--- config.mk ---
export PLATFORM = sky130hd
export DESIGN_NAME = snake_move_scheduler
export DESIGN_NICKNAME = d
export VERILOG_FILES = /design/src/rtl/snake_move_scheduler.sv
export SDC_FILE = /design/constraint.sdc
export NUM_CORES = 1
export LEC_CHECK = 0
export CELL_PAD_IN_SITES_DETAIL_PLACEMENT = 1
export CELL_PAD_IN_SITES_GLOBAL_PLACEMENT = 1
export CORE_MARGIN = 3
export CORE_UTILIZATION = 52
export DETAILED_ROUTE_END_ITERATION = 16
export DONT_BUFFER_PORTS = 1
export HOLD_SLACK_MARGIN = 0.06
export PLACE_DENSITY = 0.94
export REMOVE_ABC_BUFFERS = 1
export SYNTH_ARGS = -nofsm -noshare
export SYNTH_HDL_FRONTEND = slang
export SYNTH_SLANG_ARGS = --single-unit
--- constraint.sdc ---
create_clock -name clk -period 5.56 [get_ports clk]
set_input_delay 1.112 -clock clk [delete_from_list [all_inputs] [get_ports clk]]
set_output_delay 1.112 -clock clk [all_outputs]
set_load 0.02 [all_outputs]
--- src/rtl/snake_move_scheduler.sv ---
// Snake motion sequencer: buffers direction requests, applies at most one turn
// per game tick, and owns the game state machine and the food score.
module snake_move_scheduler #(
  parameter int QDEPTH  = 2,
  parameter int SCORE_W = 8
) (
  input  logic               clk,
  input  logic               rst,
  input  logic [3:0]         dir_pulse,
  input  logic               button,
  input  logic               good_coll,
  input  logic               bad_coll,
  input  logic               tick,
  output logic [3:0]         cur_dir,
  output logic               step,
  output logic               grow,
  output logic [1:0]         game_state,
  output logic [SCORE_W-1:0] score,
  output logic               q_full
);

  localparam int PW = (QDEPTH > 1) ? $clog2(QDEPTH) : 1;
  localparam int CW = $clog2(QDEPTH + 1);
  localparam logic [CW-1:0]      DEPTH_C   = CW'(QDEPTH);
  localparam logic [SCORE_W-1:0] SCORE_MAX = {SCORE_W{1'b1}};
  localparam logic [3:0]         DIR_RIGHT = 4'b0001;

  typedef enum logic [1:0] {
    ST_IDLE  = 2'd0,
    ST_RUN   = 2'd1,
    ST_PAUSE = 2'd2,
    ST_OVER  = 2'd3
  } state_t;

  state_t             state_q, state_d;
  logic [3:0]         fifo_q [QDEPTH];
  logic [PW-1:0]      wr_ptr_q, wr_ptr_d;
  logic [PW-1:0]      rd_ptr_q, rd_ptr_d;
  logic [CW-1:0]      count_q, count_d;
  logic [3:0]         cur_dir_q, cur_dir_d;
  logic [SCORE_W-1:0] score_q, score_d;
  logic               step_q, step_d;
  logic               grow_q, grow_d;
  logic               q_full_q, q_full_d;

  logic       in_run, game_start, game_kill, flush;
  logic       fifo_full, do_pop, do_push, dir_accept;
  logic [3:0] newest_dir, ref_dir, opposite_dir;

  assign in_run     = (state_q == ST_RUN);
  assign game_start = (state_q == ST_IDLE) && button;
  assign game_kill  = in_run && bad_coll;
  assign flush      = game_start || game_kill;
  assign fifo_full  = (count_q == DEPTH_C);

  // Turns are judged against the last direction the snake will have taken.
  assign newest_dir   = fifo_q[wr_ptr_q - 1'b1];
  assign ref_dir      = (count_q != '0) ? newest_dir : cur_dir_q;
  assign opposite_dir = {ref_dir[2], ref_dir[3], ref_dir[0], ref_dir[1]};

  assign dir_accept = ((state_q == ST_RUN) || (state_q == ST_PAUSE)) && !game_kill
                    && $onehot(dir_pulse)
                    && (dir_pulse != ref_dir) && (dir_pulse != opposite_dir);
  assign do_pop  = in_run && !bad_coll && tick && (count_q != '0);
  assign do_push = dir_accept && (!fifo_full || do_pop);

  always_comb begin
    state_d = state_q;
    unique case (state_q)
      ST_IDLE:  if (button) state_d = ST_RUN;
      ST_RUN: begin
        if (bad_coll)    state_d = ST_OVER;
        else if (button) state_d = ST_PAUSE;
      end
      ST_PAUSE: if (button) state_d = ST_RUN;
      ST_OVER:  if (button) state_d = ST_IDLE;
      default:  state_d = ST_IDLE;
    endcase
  end

  always_comb begin
    wr_ptr_d = wr_ptr_q;
    rd_ptr_d = rd_ptr_q;
    count_d  = count_q;
    if (flush) begin
      wr_ptr_d = '0;
      rd_ptr_d = '0;
      count_d  = '0;
    end else begin
      if (do_push) wr_ptr_d = wr_ptr_q + 1'b1;
      if (do_pop)  rd_ptr_d = rd_ptr_q + 1'b1;
      if (do_push && !do_pop)      count_d = count_q + 1'b1;
      else if (!do_push && do_pop) count_d = count_q - 1'b1;
    end
    q_full_d = (count_d == DEPTH_C);
  end

  always_comb begin
    cur_dir_d = cur_dir_q;
    score_d   = score_q;
    step_d    = in_run && !bad_coll && tick;
    grow_d    = in_run && !bad_coll && good_coll;
    if (game_start) begin
      cur_dir_d = DIR_RIGHT;
      score_d   = '0;
    end else begin
      if (do_pop) cur_dir_d = fifo_q[rd_ptr_q];
      if (grow_d && (score_q != SCORE_MAX)) score_d = score_q + 1'b1;
    end
  end

  always_ff @(posedge clk) begin
    if (rst) begin
      state_q   <= ST_IDLE;
      wr_ptr_q  <= '0;
      rd_ptr_q  <= '0;
      count_q   <= '0;
      cur_dir_q <= DIR_RIGHT;
      score_q   <= '0;
      step_q    <= 1'b0;
      grow_q    <= 1'b0;
      q_full_q  <= 1'b0;
    end else begin
      state_q   <= state_d;
      wr_ptr_q  <= wr_ptr_d;
      rd_ptr_q  <= rd_ptr_d;
      count_q   <= count_d;
      cur_dir_q <= cur_dir_d;
      score_q   <= score_d;
      step_q    <= step_d;
      grow_q    <= grow_d;
      q_full_q  <= q_full_d;
    end
  end

  // Storage needs no reset: occupancy and pointers define what is valid.
  always_ff @(posedge clk) begin
    if (do_push && !flush) fifo_q[wr_ptr_q] <= dir_pulse;
  end

  assign cur_dir    = cur_dir_q;
  assign step       = step_q;
  assign grow       = grow_q;
  assign game_state = state_q;
  assign score      = score_q;
  assign q_full     = q_full_q;

endmodule

==> impl_metrics.yaml, run 1 <==
cts:
  cts_tree: "done"
  holdBufCountCts: 0
  clk_latency_ns: 0.33
  postCtsSetupBuffers: 0
  clk_path_buf_depth: 2
  cts_root_buf: "clkbuf_4"
  cts_max_level: 2
  cts_resized: 0
  cts_sinks: 29
  clk_pin_slew_ns: 0.09
  tritoncts.num_buffers: 5
placement:
  dp_slack_ns: 1.58
  portBuffers: 0
  place_inst: 173
  hpwlAfterDp_mm: 2.72
  placed_cell_area_sq_um: 1570
  routabilityCongestion: 0.797
route:
  vias: 1106
  dr.pass1.iters: 4
  drcViolationCount: 0
  drt_iter0_drc: 31
  drt.antenna.violating_nets: 0
  wire_per_inst_microns: 18.7
  avgViaCountPerCell: 6.11
  routed_wl_mm: 3.39
yosys:
  ys_warn_count: 0
  synth.area.top_cells: "dfxtp_1 (27%), edfxtp_1 (15%), xnor2_1 (6.7%), nor2_1 (4.8%), mux2i_1 (4.5%)"
  ys_top_cells_by_count: "dfxtp_1 (21), nor2_1 (20), xnor2_1 (12)"
  ys_ff_latch: 29
  mappedNetlistArea_sq_um: 1570
  synth_most_common_cell: "dfxtp_1"
  synth_area_leader_cell: "dfxtp_1"
  syn_area_per_cell_sq_um: 10.7
  yosys_most_used_dff: "dfxtp_1"
  ys_seq_area_share_pct: 42.2
  syn_inst: 147
  synth-async-reset-ratio_pct: 0
  ys_types: 43
  synth_edf_count: 8
  yosys.area.top_type_share_pct: 26.8
hold_path:
  hold_path_class: "reg2reg"
status:
  status: "finished, final reports clean"
floorplanning:
  pin_count: 27
  fp.dieH_microns: 60.9
  dieArea_sq_um: 3710
  core_sq_um: 2810
  row_count: 19
  die_w_microns: 60.9
  start_util_pct: 55.8
layout:
  drive_above_1_share_pct: 12.7
  area_growth_pct: 3.75
  finalNonFillerCells: 181
  utilization_pct: 57.9
  nets: 165
  diodes: 0
  final_cell_area_sq_um: 1630
worst_setup_path:
  crit_chain: "inv_1 > fa_1 > inv_1 > ha_1 > ha_1 > nor2_1 > and3_1 > o41ai_4 > or2_1 > a21o_1 > nor3b_1"
  cp_slowest_cell: "fa_1"
  cp_slowest_stage_delay_ns: 0.52
  worstPathMaxFanout: 5
  crit_type: "in2reg"
  cp.required_ns: 5.54
  end_kind: "flop"
  crit_arrival_ns: 3.57
  r2r_slack_ns: 2.61
  critPathLaunchType: "input pin"
sta:
  slew_headroom_pct: 21.7
  setup_viol: 0
  layout_setup_ws_ns: 1.96
  rsz0062_at_grt: "false"
  layout_worst_path_cycle_share_pct: 64.7
  period_minus_slack_ns: 3.60
  drv_slew: 0
  finalHoldViolCount: 0
  fmax_ghz: 0.278
  finClkSkew_ns: 0.00919
  tightest_slew_ns: 1.17
  setup_tns_ns: 0
pwr:
  vdd_drop_max_v: 0.000161
  leakagePower_uw: 0.000571
  p_per_area_nw_per_um2: 242
flow_run:
  cap_viol_max_count: 0
global_routing:
  busiest_layer: "met2"
  use_met2_pct: 36.2
  grt_pass1_vias: 1229
  grt_pass1_wl_mm: 5.67
  grtUsageMet1_pct: 23.4
  track_usage_pct: 21.7
  antenna_found_initial: 0
  grt_max_degree: 13
  grt_overflow_total: 0
  grt_util_met3_pct: 6.38
## stage by stage
stage	power, uW	hold slack, ns
floorplan	266	0.473
global placement	272	0.490
detailed placement	276	0.517
CTS	397	0.530
global route	413	0.584
finish	394	0.528
## path summary, 6_finish.rpt
path | start | to | cells after the start
worst max-delay path | dir_pulse[0] | fifo_q[1][2] | 11
worst min-delay path | count_q[1] | count_q[1] | 2
worst max register to register | count_q[0] | fifo_q[1][2] | 8
worst min register to register | count_q[1] | count_q[1] | 2
## flip-flops by register name, summed over array words and instances (netlist names)
register and flops:
cur_dir 4, step 1, fifo_q 8, q_full 1, rd_ptr_q 1, score 8, wr_ptr_q 1, grow 1
game_state 2, count_q 2
## worst max-delay path: cells and delay by family
kind | cells | cell delay (ns)
AO/OA/AOI/OAI | 2 | 0.28
AND/OR/NAND/NOR | 4 | 1.10
adder cells (fa/ha/maj) | 3 | 0.98
buffers and inverters | 2 | 0.09
## power by group
| group | switching, uW | internal, uW |
|---|---|---|
| clock | 74.9 | 48.0 |
| combinational | 24.6 | 19.1 |
| sequential | 6.59 | 220 |
| total | 106 | 288 |
## cell usage in the layout (no fill, tap or decap), types with 2 or more instances in the layout
cell type / instances
dfxtp_1: 21
nor2_1: 20
xnor2_1: 12
inv_1: 8
edfxtp_1: 8
mux2i_1: 7
nand2b_1: 5
and3_1: 5
ha_1: 5
clkbuf_4: 5
a211oi_1: 4
xor2_1: 4
mux2_4: 3
o21ai_0: 3
a21o_1: 3
nor3_1: 3
nand4_1: 3
nand2_1: 3
mux2i_4: 2
a21oi_1: 2
nand3_1: 2
clkinv_2: 2
## routing by layer
metal	routed length (microns)	share of wire, %
met5	0	0
met3	153	4.5
met4	138	4.1
met1	1340	39
met2	1760	52
## final cells by class
| cell class | instances | area [sq um] |
|---|---|---|
| inverter | 8 | 30.0 |
| multi-input combinational | 105 | 845 |
| clock inverter | 2 | 10.0 |
| sequential | 29 | 661 |
| clock buffer | 6 | 41.3 |
| tap | 31 | 38.8 |
| fill | 315 | 1180 |
## logic make-up after synthesis
kind of cell / share of synthesized area [%]
and+or+nand+nor: 17.6
DFF: 42.2
AOI/OAI and AO/OA: 9.58
xor gates and xnor gates: 8.95
muxes: 12.5
buffers and inverters: 3.91
adders and majority gates: 5.27
No activity file was read; power rests on OpenSTA's default activity.
==> run 2, diff against run 1 <==
--- a/config.mk
+++ b/config.mk
@@ -8,11 +8,11 @@
 export CELL_PAD_IN_SITES_DETAIL_PLACEMENT = 1
 export CELL_PAD_IN_SITES_GLOBAL_PLACEMENT = 1
 export CORE_MARGIN = 3
-export CORE_UTILIZATION = 52
+export CORE_UTILIZATION = 48
 export DETAILED_ROUTE_END_ITERATION = 16
 export DONT_BUFFER_PORTS = 1
 export HOLD_SLACK_MARGIN = 0.06
-export PLACE_DENSITY = 0.94
+export PLACE_DENSITY = 0.88
 export REMOVE_ABC_BUFFERS = 1
 export SYNTH_ARGS = -nofsm -noshare
 export SYNTH_HDL_FRONTEND = slang
==> constraint.sdc (replaced) <==
create_clock -name clk -period 3.4 [get_ports clk]
set_input_delay 0.68 -clock clk [delete_from_list [all_inputs] [get_ports clk]]
set_output_delay 0.68 -clock clk [all_outputs]
set_load 0.02 [all_outputs]
==> run 2 against run 1 <==
Compared with the run above:
- clock skew is 0.0065 ns lower
- via count is 1.2% higher
- setup slack worse by 1.5 ns
- count of clock-buffer cells in the layout is 1 higher
- routed wire length is 4.5% higher
- clock power is 78% higher
- sequential power is 63% higher
- utilization is 4.0 points lower
- critical endpoint is now count_q[0]
==> impl_metrics.yaml, run 2 (synthesis results as in run 1) <==
status:
  status: "finished, final reports clean"
cts:
  clk_pin_slew_ns: 0.09
  cts_tree: "done"
  cts_max_level: 2
  holdBufCountCts: 0
  cts_resized: 0
  clk_latency_ns: 0.34
  postCtsSetupBuffers: 0
  cts_sinks: 29
  tritoncts.num_buffers: 5
  clk_path_buf_depth: 2
  cts_root_buf: "clkbuf_4"
worst_setup_path:
  rr_endpoint: "count_q[0]"
  crit_type: "in2reg"
  critPathLaunchType: "input pin"
  crit_arrival_ns: 3.18
  end_kind: "flop"
  reg2reg_from: "count_q[0]"
  r2r_slack_ns: 0.62
  cp_slowest_cell: "or4_1"
  worstPathMaxFanout: 5
  cp_slowest_stage_delay_ns: 0.62
  cp.required_ns: 3.64
  rr_worst_depth: 8
  crit_chain: "inv_1 > fa_1 > inv_1 > ha_1 > ha_1 > nor2_1 > and3_1 > o41ai_4 > or4_1 > a21o_1 > nor3b_2"
sta:
  tightest_slew_ns: 0.553
  slew_headroom_pct: 63.2
  rsz0062_at_grt: "false"
  finalHoldViolCount: 0
  layout_worst_path_cycle_share_pct: 86.6
  setup_tns_ns: 0
  finClkSkew_ns: 0.00269
  drv_slew: 0
  period_minus_slack_ns: 2.94
  setup_viol: 0
  fmax_ghz: 0.340
  hold_ws_ns: 0.396
floorplanning:
  fp.dieH_microns: 63.1
  die_w_microns: 63.1
  dieArea_sq_um: 3980
  core_sq_um: 3080
  row_count: 20
  start_util_pct: 50.9
  pin_count: 27
layout:
  final_cell_area_sq_um: 1660
  nets: 167
  layout_commonest_cell: "dfxtp_1"
  drive_above_1_share_pct: 13.2
  fillers: 356
  final_cell_mix: "dfxtp_1 (21), nor2_1 (20), xnor2_1 (12)"
  area_growth_pct: 5.99
  diodes: 0
  finalNonFillerCells: 195
global_routing:
  grt_pass1_wl_mm: 5.96
  grt_pass1_vias: 1276
  grt_max_degree: 13
  grt_overflow_total: 0
  track_usage_pct: 19.9
  antenna_found_initial: 0
route:
  drcViolationCount: 0
  vias: 1119
  routed_wl_mm: 3.54
  dr.pass1.iters: 4
  wire_per_inst_microns: 18.2
  drt_iter0_drc: 30
  avgViaCountPerCell: 5.74
  drt.antenna.violating_nets: 0
placement:
  hpwlAfterDp_mm: 2.81
  placed_cell_area_sq_um: 1610
  portBuffers: 0
  routabilityCongestion: 0.835
  place_inst: 188
hold_path:
  hold_path_startpoint: "rst"
  hold_path_class: "in2reg"
  hold-path-cell-count: 1
  holdPathEnd: "game_state[1]"
pwr:
  vdd_drop_max_v: 0.000220
  leakagePower_uw: 0.000581
  p_per_area_nw_per_um2: 400
flow_run:
  cap_viol_max_count: 0
==> run 2: cell types whose count changed in the layout (fill, tap and decap cells not counted), sizes merged <==
cell    previous run  this run
clkinv             2         0
clkbuf             6         7
buf                0         2
==> run 2: worst max-delay path, delay by kind of cell <==
kind	cells	cell delay (ns)
AOI/OAI and AO/OA	2	0.33
buffers and inverters	2	0.09
adders and majority gates	3	0.99
and+or+nand+nor	4	1.10
==> run 2: cell type report <==
class                      instances  area [sq um]  area share (%)
clock buffer                       7          55.1            3.32
inverter                           8          30.0            1.81
multi-input combinational        105           845            50.9
sequential                        29           661            39.8
tap                               44          55.1            3.32
timing repair buffer               2          15.0           0.904
==> run 2: worst max path at each step <==
stage / startpoint / endpoint / slack [ns] / depth (start not counted)
after global placement: dir_pulse[0] / count_q[0] / 0.23 / 11
after global routing: dir_pulse[0] / fifo_q[1][3] / 0.29 / 12
final: dir_pulse[0] / count_q[0] / 0.46 / 11
after floorplan: dir_pulse[0] / fifo_q[1][0] / 0.16 / 11
after CTS: dir_pulse[0] / fifo_q[0][1] / 0.45 / 11
after detailed placement: dir_pulse[0] / fifo_q[0][0] / 0.10 / 11
==> run 2: power by group <==
group	total [uW]	switching, uW	internal [uW]
Combinational	73.3	41.4	31.9
Clock	219	121	97.4
Sequential	371	10.8	360
==> run 2: through the flow <==
step | setup slack (ns) | power [uW] | utilization (%)
finish | 0.457 | 663 | 53.9
global route | 0.292 | 696 | 53.9
CTS | 0.454 | 672 | 53.9
detailed placement | 0.101 | 453 | 52.2
global placement | 0.233 | 446 | 52.2
floorplan | 0.160 | 435 | -
==> run 2: layer usage <==
layer  vias up  wire length [microns]  part of all wire [%]  global-route usage (%)
met5         -                      0                     0                       0
met3         8                    172                   4.9                    7.49
met4         0                     89                   2.5                    9.64
met1       562                   1320                    37                    18.6
met2        26                   1960                    55                    37.3
li1        523                      -                     -                       -
==> run 3, diff against run 2 <==
--- a/config.mk
+++ b/config.mk
@@ -5,9 +5,9 @@
 export SDC_FILE = /design/constraint.sdc
 export NUM_CORES = 1
 export LEC_CHECK = 0
+export CAP_MARGIN = 20
 export CELL_PAD_IN_SITES_DETAIL_PLACEMENT = 1
 export CELL_PAD_IN_SITES_GLOBAL_PLACEMENT = 1
-export CORE_MARGIN = 3
 export CORE_UTILIZATION = 48
 export DETAILED_ROUTE_END_ITERATION = 16
 export DONT_BUFFER_PORTS = 1
==> run 3 against run 2 <==
Compared with the run above:
- routed wire length shrank 6.1%
- utilization up 0.12 points
- clock skew is 0.0066 ns higher
- global-route usage grew 2.3 points
- register-to-register slack improved by 0.05 ns
- setup slack worse by 0.023 ns
- combinational power shrank 0.7%
- critical endpoint is now fifo_q[1][2]
- largest cell class unchanged
==> impl_metrics.yaml, run 3 (synthesis results as in run 1) <==
hold_path:
  hold_path_class: "in2reg"
  holdPathEnd: "game_state[0]"
  hold-path-cell-count: 1
  hold_path_startpoint: "rst"
floorplanning:
  die_w_microns: 59.1
  dieArea_sq_um: 3500
  start_util_pct: 50.9
  fp.dieH_microns: 59.1
  pin_count: 27
  core_sq_um: 3080
  row_count: 20
cts:
  tritoncts.num_buffers: 5
  cts_sinks: 29
  clk_path_buf_depth: 2
  clk_latency_ns: 0.33
  cts_root_buf: "clkbuf_4"
  holdBufCountCts: 0
  clk_pin_slew_ns: 0.09
  cts_resized: 0
  cts_tree: "done"
  postCtsSetupBuffers: 0
  cts_max_level: 2
sta:
  setup_tns_ns: 0
  drv_slew: 0
  setup_viol: 0
  layout_worst_path_cycle_share_pct: 87.2
  rsz0062_at_grt: "false"
  period_minus_slack_ns: 2.97
  finalHoldViolCount: 0
  tightest_slew_ns: 0.553
  fmax_ghz: 0.337
  finClkSkew_ns: 0.00931
  slew_headroom_pct: 63.1
layout:
  layout_commonest_cell: "dfxtp_1"
  diodes: 0
  final_cell_area_sq_um: 1660
  final_cell_mix: "dfxtp_1 (21), nor2_1 (20), xnor2_1 (12)"
  drive_above_1_share_pct: 13.2
  nets: 167
  area_growth_pct: 6.23
global_routing:
  track_usage_pct: 22.2
  grt_max_degree: 13
  grt_pass1_wl_mm: 5.55
  grt_overflow_total: 0
  antenna_found_initial: 0
  grt_pass1_vias: 1202
placement:
  placed_cell_area_sq_um: 1610
  routabilityCongestion: 0.836
  portBuffers: 0
  hpwlAfterDp_mm: 2.61
route:
  drt_iter0_drc: 26
  drt.antenna.violating_nets: 0
  vias: 1083
  dr.pass1.iters: 4
  avgViaCountPerCell: 5.53
  routed_wl_mm: 3.33
  wire_per_inst_microns: 17.0
  drcViolationCount: 0
pwr:
  p_int_uw: 494
  power.share.clock_pct: 33.3
  seqPwrFrac_pct: 55.7
  leakagePower_uw: 0.000582
  vdd_drop_max_v: 0.000205
  power_frac_comb_pct: 10.9
  p_per_area_nw_per_um2: 400
  switching_share_pct: 25.7
  p_switching_uw: 171
worst_setup_path:
  cp_slowest_cell: "fa_1"
  reg2reg_from: "count_q[0]"
  end_kind: "flop"
  r2r_slack_ns: 0.67
  rr_worst_depth: 9
  worstPathMaxFanout: 5
  cp_slowest_stage_delay_ns: 0.56
  crit_arrival_ns: 3.02
  crit_chain: "inv_1 > fa_1 > inv_1 > ha_1 > ha_1 > nor2_1 > and3_1 > o41ai_4 > or2_1 > a21o_1 > nor3b_1 > buf_4"
  cp.required_ns: 3.45
  critPathLaunchType: "input pin"
  crit_type: "in2reg"
  rr_endpoint: "fifo_q[1][2]"
status:
  status: "finished, final reports clean"
flow_run:
  cap_viol_max_count: 0
[run 3: cell types whose count changed in the layout (fill, tap and decap cells not counted)]
| cell | previous run | this run |
|---|---|---|
| clkbuf_1 | 1 | 2 |
[run 3: worst max path at each step]
stage | startpoint | endpoint | slack, ns | cells past startpoint
global placement | dir_pulse[0] | count_q[0] | 0.24 | 11
global route | dir_pulse[0] | fifo_q[1][2] | 0.33 | 12
CTS | dir_pulse[0] | fifo_q[1][2] | 0.44 | 12
finish | dir_pulse[0] | fifo_q[1][2] | 0.43 | 12
detailed placement | dir_pulse[0] | fifo_q[1][0] | 0.09 | 12
floorplan | dir_pulse[0] | fifo_q[1][0] | 0.16 | 11
[run 3: cell type report]
type / count / area [sq um]
fill: 349 / 1410
tap: 44 / 55.1
multi-input combinational: 105 / 845
inverter: 8 / 30.0
timing repair buffer: 2 / 15.0
clock buffer: 8 / 58.8
sequential: 29 / 661
[run 3: per-stage QoR]
step                utilization [%]  setup slack (ns)  power, uW  instances  hold WS [ns]
floorplan                         -             0.160        435        142         0.473
global placement               52.2             0.236        446        188         0.490
detailed placement             52.2            0.0933        452        188         0.522
CTS                            54.1             0.445        670        196         0.404
global route                   54.1             0.328        692        196         0.408
finish                         54.1             0.435        665        196         0.414
[run 3: per-layer routing]
metal	track usage (%)	routed length [microns]	share of wire [%]
met1	24.6	1320	40
met2	38.6	1790	54
met3	6.11	138	4.1
met4	11.6	76	2.3
met5	0	0	0
[run 3: worst max-delay path, delay by kind of cell]
kind,cells,cell delay [ns]
buf+inv,3,0.27
simple gates,4,0.75
fa+ha+maj,3,1.03
compound gates,2,0.29
[run 3: power groups by stage]
| stage | combinational (uW) | sequential (uW) | clock, uW |
|---|---|---|---|
| finish | 72.8 | 371 | 222 |
| global route | 80.5 | 372 | 239 |
| CTS | 73.7 | 371 | 225 |
| detailed placement | 73.3 | 379 | 0 |
| global placement | 67.7 | 378 | 0 |
| floorplan | 57.9 | 377 | 0 |
